`src/rtl/game_pkg.sv`:
```
// Shared constants for the screen painters: draw modes, default screen size,
// colour width and the painter state encoding.
package game_pkg;

    localparam int COLOR_W   = 12;
    localparam int SCR_W_DEF = 160;
    localparam int SCR_H_DEF = 120;

    localparam logic [1:0] MODE_FILL  = 2'd0;
    localparam logic [1:0] MODE_IMAGE = 2'd1;
    localparam logic [1:0] MODE_KEYED = 2'd2;

    typedef enum logic [2:0] {
        ST_IDLE,
        ST_LOAD,
        ST_RUN,
        ST_FLUSH,
        ST_DONE
    } state_t;

    // Mode 3 is reserved and paints like FILL, so only IMAGE/KEYED read the ROM.
    function automatic logic uses_rom(input logic [1:0] m);
        return (m == MODE_IMAGE) || (m == MODE_KEYED);
    endfunction

endpackage

```
`src/rtl/m_raster_counter.sv`:
```
// Row-major column/row walker with a linear address that simply counts up,
// so the image address row*width+col never needs a multiplier.
module m_raster_counter #(
    parameter int X_W    = 8,
    parameter int Y_W    = 7,
    parameter int ADDR_W = 15
) (
    input  logic              clock,
    input  logic              resetn,
    input  logic              clear,
    input  logic              advance,
    input  logic [X_W-1:0]    width,
    input  logic [Y_W-1:0]    height,
    output logic [X_W-1:0]    col,
    output logic [Y_W-1:0]    row,
    output logic [ADDR_W-1:0] addr,
    output logic              last
);

    logic col_end;

    assign col_end = (col == width - X_W'(1));
    assign last    = col_end && (row == height - Y_W'(1));

    always_ff @(posedge clock or negedge resetn) begin
        if (!resetn) begin
            col  <= '0;
            row  <= '0;
            addr <= '0;
        end else if (clear) begin
            col  <= '0;
            row  <= '0;
            addr <= '0;
        end else if (advance) begin
            addr <= addr + ADDR_W'(1);
            if (col_end) begin
                col <= '0;
                row <= last ? '0 : row + Y_W'(1);
            end else begin
                col <= col + X_W'(1);
            end
        end
    end

endmodule

```
`src/rtl/m_screen_painter.sv`:
```
// Rectangle renderer: walks a rectangle row-major and drives the VGA pixel
// write port through a two-stage pipeline (issue, then clip/key/colour).
module m_screen_painter #(
    parameter int X_W     = 8,
    parameter int Y_W     = 7,
    parameter int COLOR_W = game_pkg::COLOR_W,
    parameter int ADDR_W  = 15,
    parameter int SCR_W   = game_pkg::SCR_W_DEF,
    parameter int SCR_H   = game_pkg::SCR_H_DEF,
    parameter logic [COLOR_W-1:0] KEY_COLOR = COLOR_W'(12'h0F0)
) (
    input  logic               clock,
    input  logic               resetn,
    input  logic               enable,
    input  logic               start,
    input  logic [1:0]         mode,
    input  logic [X_W-1:0]     rect_x,
    input  logic [Y_W-1:0]     rect_y,
    input  logic [X_W-1:0]     rect_w,
    input  logic [Y_W-1:0]     rect_h,
    input  logic [COLOR_W-1:0] fill_color,
    output logic [ADDR_W-1:0]  rom_addr,
    input  logic [COLOR_W-1:0] rom_data,
    output logic [X_W-1:0]     VGA_X,
    output logic [Y_W-1:0]     VGA_Y,
    output logic [COLOR_W-1:0] VGA_COLOR,
    output logic               plot,
    output logic               busy,
    output logic               finished
);

    import game_pkg::*;

    state_t             state_reg;
    logic [1:0]         mode_reg;
    logic [X_W-1:0]     rx_reg, rw_reg;
    logic [Y_W-1:0]     ry_reg, rh_reg;
    logic [COLOR_W-1:0] fill_reg;
    logic               busy_reg, finished_reg;

    logic               s1_valid_reg, s1_last_reg;
    logic [X_W-1:0]     s1_col_reg;
    logic [Y_W-1:0]     s1_row_reg;

    logic [X_W-1:0]     vga_x_reg;
    logic [Y_W-1:0]     vga_y_reg;
    logic [COLOR_W-1:0] vga_color_reg;
    logic               plot_reg;

    logic [X_W-1:0]     cnt_col;
    logic [Y_W-1:0]     cnt_row;
    logic [ADDR_W-1:0]  cnt_addr;
    logic               cnt_last;
    logic               run_issue, issue, cnt_clear;

    logic [X_W:0]       sum_x;
    logic [Y_W:0]       sum_y;
    logic               keyed_out, visible;

    // Once the last pixel sits in stage 1, RUN spends one more cycle draining it.
    assign run_issue = (state_reg == ST_RUN) && !(s1_valid_reg && s1_last_reg);
    assign issue     = enable && run_issue;
    assign cnt_clear = enable && (state_reg == ST_LOAD);

    m_raster_counter #(
        .X_W    (X_W),
        .Y_W    (Y_W),
        .ADDR_W (ADDR_W)
    ) u_raster (
        .clock   (clock),
        .resetn  (resetn),
        .clear   (cnt_clear),
        .advance (issue),
        .width   (rw_reg),
        .height  (rh_reg),
        .col     (cnt_col),
        .row     (cnt_row),
        .addr    (cnt_addr),
        .last    (cnt_last)
    );

    // Extra carry bit: a sum that wraps the coordinate width counts as off-screen.
    assign sum_x     = {1'b0, rx_reg} + {1'b0, s1_col_reg};
    assign sum_y     = {1'b0, ry_reg} + {1'b0, s1_row_reg};
    assign keyed_out = (mode_reg == MODE_KEYED) && (rom_data == KEY_COLOR);
    assign visible   = s1_valid_reg && (sum_x < (X_W+1)'(SCR_W))
                       && (sum_y < (Y_W+1)'(SCR_H)) && !keyed_out;

    always_ff @(posedge clock or negedge resetn) begin
        if (!resetn) begin
            state_reg    <= ST_IDLE;
            mode_reg     <= MODE_FILL;
            rx_reg       <= '0;
            ry_reg       <= '0;
            rw_reg       <= '0;
            rh_reg       <= '0;
            fill_reg     <= '0;
            busy_reg     <= 1'b0;
            finished_reg <= 1'b0;
        end else if (enable) begin
            case (state_reg)
                ST_IDLE, ST_DONE: begin
                    if (start) begin
                        mode_reg     <= mode;
                        rx_reg       <= rect_x;
                        ry_reg       <= rect_y;
                        rw_reg       <= rect_w;
                        rh_reg       <= rect_h;
                        fill_reg     <= fill_color;
                        state_reg    <= ST_LOAD;
                        busy_reg     <= 1'b1;
                        finished_reg <= 1'b0;
                    end
                end
                ST_LOAD: begin
                    if (rw_reg == '0 || rh_reg == '0) begin
                        state_reg    <= ST_DONE;
                        busy_reg     <= 1'b0;
                        finished_reg <= 1'b1;
                    end else begin
                        state_reg <= ST_RUN;
                    end
                end
                ST_RUN: begin
                    if (s1_valid_reg && s1_last_reg) begin
                        state_reg <= ST_FLUSH;
                    end
                end
                ST_FLUSH: begin
                    state_reg    <= ST_DONE;
                    busy_reg     <= 1'b0;
                    finished_reg <= 1'b1;
                end
                default: begin
                    state_reg    <= ST_IDLE;
                    busy_reg     <= 1'b0;
                    finished_reg <= 1'b0;
                end
            endcase
        end
    end

    // ROM data arrives alongside stage 1, so colour and keying resolve into stage 2.
    always_ff @(posedge clock or negedge resetn) begin
        if (!resetn) begin
            s1_valid_reg  <= 1'b0;
            s1_last_reg   <= 1'b0;
            s1_col_reg    <= '0;
            s1_row_reg    <= '0;
            vga_x_reg     <= '0;
            vga_y_reg     <= '0;
            vga_color_reg <= '0;
            plot_reg      <= 1'b0;
        end else if (enable) begin
            s1_valid_reg  <= run_issue;
            s1_last_reg   <= cnt_last;
            s1_col_reg    <= cnt_col;
            s1_row_reg    <= cnt_row;
            vga_x_reg     <= sum_x[X_W-1:0];
            vga_y_reg     <= sum_y[Y_W-1:0];
            vga_color_reg <= uses_rom(mode_reg) ? rom_data : fill_reg;
            plot_reg      <= visible;
        end
    end

    assign rom_addr  = cnt_addr;
    assign VGA_X     = vga_x_reg;
    assign VGA_Y     = vga_y_reg;
    assign VGA_COLOR = vga_color_reg;
    assign plot      = plot_reg && enable;
    assign busy      = busy_reg;
    assign finished  = finished_reg;

endmodule

```
`config.mk`:
```
export PLATFORM = sky130hd
export DESIGN_NAME = m_screen_painter
export DESIGN_NICKNAME = d
export VERILOG_FILES = /design/src/rtl/game_pkg.sv /design/src/rtl/m_raster_counter.sv /design/src/rtl/m_screen_painter.sv
export SDC_FILE = /design/constraint.sdc
export NUM_CORES = 1
export LEC_CHECK = 0
export BUFFER_PORTS_ARGS = -buffer_cell sky130_fd_sc_hd__buf_2
export CORE_ASPECT_RATIO = 1.2
export CORE_MARGIN = 2
export CORE_UTILIZATION = 40
export DETAILED_ROUTE_END_ITERATION = 10
export SLEW_MARGIN = 10
export SYNTH_ARGS = -nofsm -noshare
export SYNTH_HDL_FRONTEND = slang
export SYNTH_SLANG_ARGS = --single-unit
```
`constraint.sdc`:
```
create_clock -name clock -period 3.05 [get_ports clock]
set_input_delay 0.4575 -clock clock [delete_from_list [all_inputs] [get_ports clock]]
set_output_delay 0.4575 -clock clock [all_outputs]
set_load 0.005 [all_outputs]
```
==> Yosys cells after proc, flatten, opt, wreduce, memory -nomap -nowiden <==
Cells that the tools add are included.
{ "totals": {"register_bits": 124, "inputBits": 60} }
{ "classes": {"add_sub_neg": 7, "magnitude_cmp": 2, "eq_ne": 12, "mux": 20, "bitwise": 1, "n_reduce_logical": 24} }
{ "ops": {"columns": ["operator", "n"], "rows": [
  ["15-bit two-way mux", 2],
  ["7-bit two-way mux", 4],
  ["8-bit two-way mux", 3],
  ["15-bit by 1-bit adder with 15-bit output, second input constant", 1],
  ["12-bit by 8-bit == test with 1-bit output, second input constant", 1],
  ["12-bit two-way mux", 1],
  ["3-bit case mux with 4 select lines", 1],
  ["1-bit logical AND", 10],
  ["8-bit by 8-bit adder with 9-bit output", 1],
  ["9-bit by 8-bit < comparator with 1-bit output, second input constant", 1],
  ["3-bit two-way mux", 3],
  ["7-bit by 7-bit adder with 8-bit output", 1],
  ["8-bit by 1-bit adder with 8-bit output, second input constant", 1],
  ["8-bit == test", 1],
  ["8-bit logical NOT", 1],
  ["8-bit by 7-bit < comparator with 1-bit output, second input constant", 1],
  ["8-bit by 1-bit subtractor with 8-bit output, second input constant", 1],
  ["7-bit by 1-bit adder with 7-bit output, second input constant", 1],
  ["7-bit == test", 1],
  ["7-bit logical NOT", 1],
  ["7-bit by 1-bit subtractor with 7-bit output, second input constant", 1],
  ["3-bit by 2-bit == test with 1-bit output, second input constant", 2],
  ["3-bit AND reduction", 2],
  ["1-bit two-way mux", 4],
  ["16 further kinds", 20]
]} }

==> Longest topological paths before layout <==
{ "logic_depth": {"depth_word": 7, "mapped_depth": 9} }

==> Modules after synthesis <==
A second synthesis with hierarchy kept.
{ "unflattened": {"cells_unflattened": 576, "hier_area_um2": 6449.9} }
{ "modules_own_cells": {"columns": ["module", "instances", "cells_each", "area_each_um2"], "rows": [
  ["m_screen_painter", 1, 352, 4390.5],
  ["m_raster_counter", 1, 224, 2059.5]
]} }

==> Worst setup path after synthesis <==
OpenSTA, ideal clock, no wires.
{ "synth_timing": {"path_kind": "register to register", "startpoint": "reg rx_reg[1]", "endpoint": "reg plot_reg", "setup_time_ps": 136, "t_arrival_ps": 2010, "path_slack_ps": 905, "path_stages_with_launch": 8, "n_path_buf": 0, "synth_period_minus_slack_ps": 2145, "cell_sequence": "dfrtp_1 -> ha_1 -> a211oi_1 -> o21bai_1 -> a2111oi_0 -> nor3_1 -> a2111oi_0 -> nor3_1"} }
{ "synth_between": {"elab_chain_len": 5} }
{ "synth_rtl": {"columns": ["item", "line", "rtl"], "rows": [
  ["from (decl)", "m_screen_painter.sv:36", "logic [X_W-1:0] rx_reg, rw_reg;"],
  ["from (signal assigned)", "m_screen_painter.sv:105", "rx_reg <= rect_x;"],
  ["8-bit by 8-bit adder with 9-bit output", "m_screen_painter.sv:83", "assign sum_x = {1'b0, rx_reg} + {1'b0, s1_col_reg};"],
  ["9-bit by 8-bit < comparator with 1-bit output", "m_screen_painter.sv:86", "assign visible = s1_valid_reg && (sum_x < (X_W+1)'(SCR_W))"],
  ["1-bit logical AND", "m_screen_painter.sv:86", null],
  ["1-bit logical AND (2 in a row)", "m_screen_painter.sv:87", "&& (sum_y < (Y_W+1)'(SCR_H)) && !keyed_out;"],
  ["to (signal assigned)", "m_screen_painter.sv:162", "plot_reg <= visible;"],
  ["to (decl)", "m_screen_painter.sv:48", "logic plot_reg;"]
]} }
No other way between the ends.
A chain may end at the register's enable or synchronous reset.

==> Worst setup path after layout <==
Same ends and word-level chain as after synthesis.

==> impl_metrics.json <==
{
  "status": "finished clean",
  "ioPinCount": 105,
  "chipWidth_um": 119,
  "ys_types": 64,
  "arrival_ps": 2790,
  "grt_pass1_vias": 4982,
  "diodes": 0,
  "hold_buffers": 0,
  "met1_length_um": 6330,
  "antenna_found_initial": 0,
  "ant_nets": 0,
  "syn_nets": 675,
  "finalMaxSlewViolations": 0,
  "coreArea_um2": 15600,
  "wl_per_cell_um": 16.1,
  "track_usage_pct": 18.3,
  "maxCapViolCount": 0,
  "ys_warn_count": 0,
  "drive_gt1_share_pct": 29.3,
  "dieArea_um2": 17000,
  "holdWs_ps": 65.7,
  "grt_max_degree": 57,
  "ir_worst_vdd_v": 0.000390,
  "rsz0062_at_grt": "no",
  "initial_utilization_pct": 40.9,
  "root_buffer": "clkbuf_16",
  "syn_area_per_cell_um2": 10.8,
  "dp_hpwl_um": 10800,
  "fin_util_pct": 49.5,
  "clockBufferDepth": 2,
  "synth.most_common_cell": "dfrtp_1",
  "syn_to_final_growth_pct": 20.9,
  "die_y_um": 142,
  "cp_max_fo": 2,
  "met2_wirelength_um": 7590,
  "startpoint_type": "flop",
  "fin_crit_sh_pct": 82.0,
  "grt_overflow": 0,
  "finClkSkew_ps": 6.59,
  "endpoint_kind": "flop",
  "r2r-start": "rx_reg[1]",
  "worstPathRequired_ps": 3340,
  "synth_common_cells": "dfrtp_1 (124), mux2_2 (57), nand2_1 (44)",
  "cp-startpoint": "rx_reg[1]",
  "grt_pass1_wl_um": 24300,
  "netlist.area_leader.share_pct": 48.7,
  "clk_latency_ps": 420,
  "synth_seq_area_share_pct": 48.7,
  "post_cts_buffers": 0,
  "syn_inst": 590,
  "first_pass_iters": 4,
  "yosys_register_bits": 124,
  "vias": 4848,
  "largest_register_ffs": 15,
  "max_slew_margin_pct": 54.9,
  "synth_edf_count": 0,
  "synth_area_leaders": "dfrtp_1 (49%), mux2_2 (10%), ha_1 (4.5%)",
  "fmax_mhz": 400,
  "setup_violations": 0,
  "synth_async_sr_flop_share_pct": 100,
  "met3_length_um": 535,
  "cellPowerDensity_nw_per_um2": 905,
  "hold_viol": 0,
  "post_cts_resize_count": 0,
  "port_buffers": 104,
  "fin_tns_setup_ps": 0,
  "num_rows": 50,
  "gp_congestion": 0.859,
  "post_drt_via_cell_ratio": 5.28,
  "clkTransAtPathRegs_ps": 50,
  "fin_area_um2": 7710,
  "routed.top_layer": "met4",
  "h-tree-depth": 4,
  "synth_area_leader_cell": "dfrtp_1",
  "synth_top_flop_cell": "dfrtp_1",
  "cts_tree": "done",
  "drc": 0,
  "p_leak_nw": 3.56,
  "wl_um": 14800,
  "syn_area_um2": 6380,
  "clock-sinks": 124,
  "tightest_slew_ps": 677,
  "finalCriticalPeriod_ps": 2500,
  "hold_path.class": "input port to asynchronous set/reset pin",
  "timing_worst_setup_path_type": "flop to flop",
  "placed_area_um2": 7140,
  "fin_nets": 782,
  "first_iter_violations": 302,
  "cts_made_buffers": 17
}
worst max-delay path, stage by stage (launching register included):
cell,delay (ps)
dfrtp_1,380
ha_1,310
a211oi_1,290
o21bai_1,140
a2111oi_0,610
nor3_1,140
a2111oi_0,410
nor3_1,90
per-layer routing:
metal / vias to the layer above / GRT usage, %
li1: 2330 / -
met2: 97 / 31.1
met1: 2393 / 22.1
met4: 0 / 8.46
met3: 28 / 4.45
met5: - / 0
where the power goes:
| part | total [mW] | switching, mW | internal [mW] |
|---|---|---|---|
| sequential | 2.68 | 0.460 | 2.22 |
| clock | 1.97 | 0.710 | 1.26 |
| combinational | 2.33 | 1.16 | 1.17 |
| total | 6.98 | 2.33 | 4.65 |
layout make-up:
| class | count | area (um^2) |
|---|---|---|
| fillers | 1406 | 7870 |
| flip-flops and latches | 124 | 3100 |
| multi-input cells | 415 | 3070 |
| repair buffers | 111 | 601 |
| clock buffers | 25 | 485 |
| well taps | 208 | 260 |
| inverters | 28 | 105 |
| clock inverters | 7 | 87.6 |
final timing paths:
path	slack, ps	cells after the start	endpoint
max reg2reg	550	7	plot_reg
min reg2reg	470	1	busy
max	550	7	plot_reg
max in group asynchronous	2190	2	s1_col_reg[3]
min in group clock	250	3	rh_reg[3]
min	70	1	ry_reg[2]
layout by cell type, fill, tap and decap left out, drive strengths merged, types with 3 or more instances in the layout:
cell type / count
a2111oi: 3
a211oi: 6
a21o: 7
a21oi: 24
a31oi: 4
and3: 7
buf: 111
clkbuf: 25
clkinv: 4
dfrtp: 124
ha: 23
inv: 28
mux2: 57
mux2i: 12
nand2: 44
nand3: 14
nand4: 11
nor2: 43
nor2b: 9
nor3: 20
nor4: 3
nor4b: 3
o211ai: 3
o21a: 5
o21ai: 34
o31a: 3
o31ai: 6
or3: 3
xnor2: 21
xor2: 19
metrics by stage:
step	power (mW)	worst slack (ps)	std cells
after floorplan	4.30	905	590
after global placement	4.95	713	886
after detailed placement	5.05	605	886
after CTS	7.06	544	918
after global routing	7.46	293	918
final	6.98	548	918
kinds of logic (layout without fill, tap and decap cells):
logic type	count (synthesis)	after routing	synth area share, %
mux	69	69	11.9
simple gates	170	170	13.9
xor+xnor	40	40	5.49
fa+ha+maj	25	25	5.14
buf+inv	51	171	3.26
compound gates	111	111	11.6
flops	124	124	48.7
No activity file was read; power rests on OpenSTA's default activity.
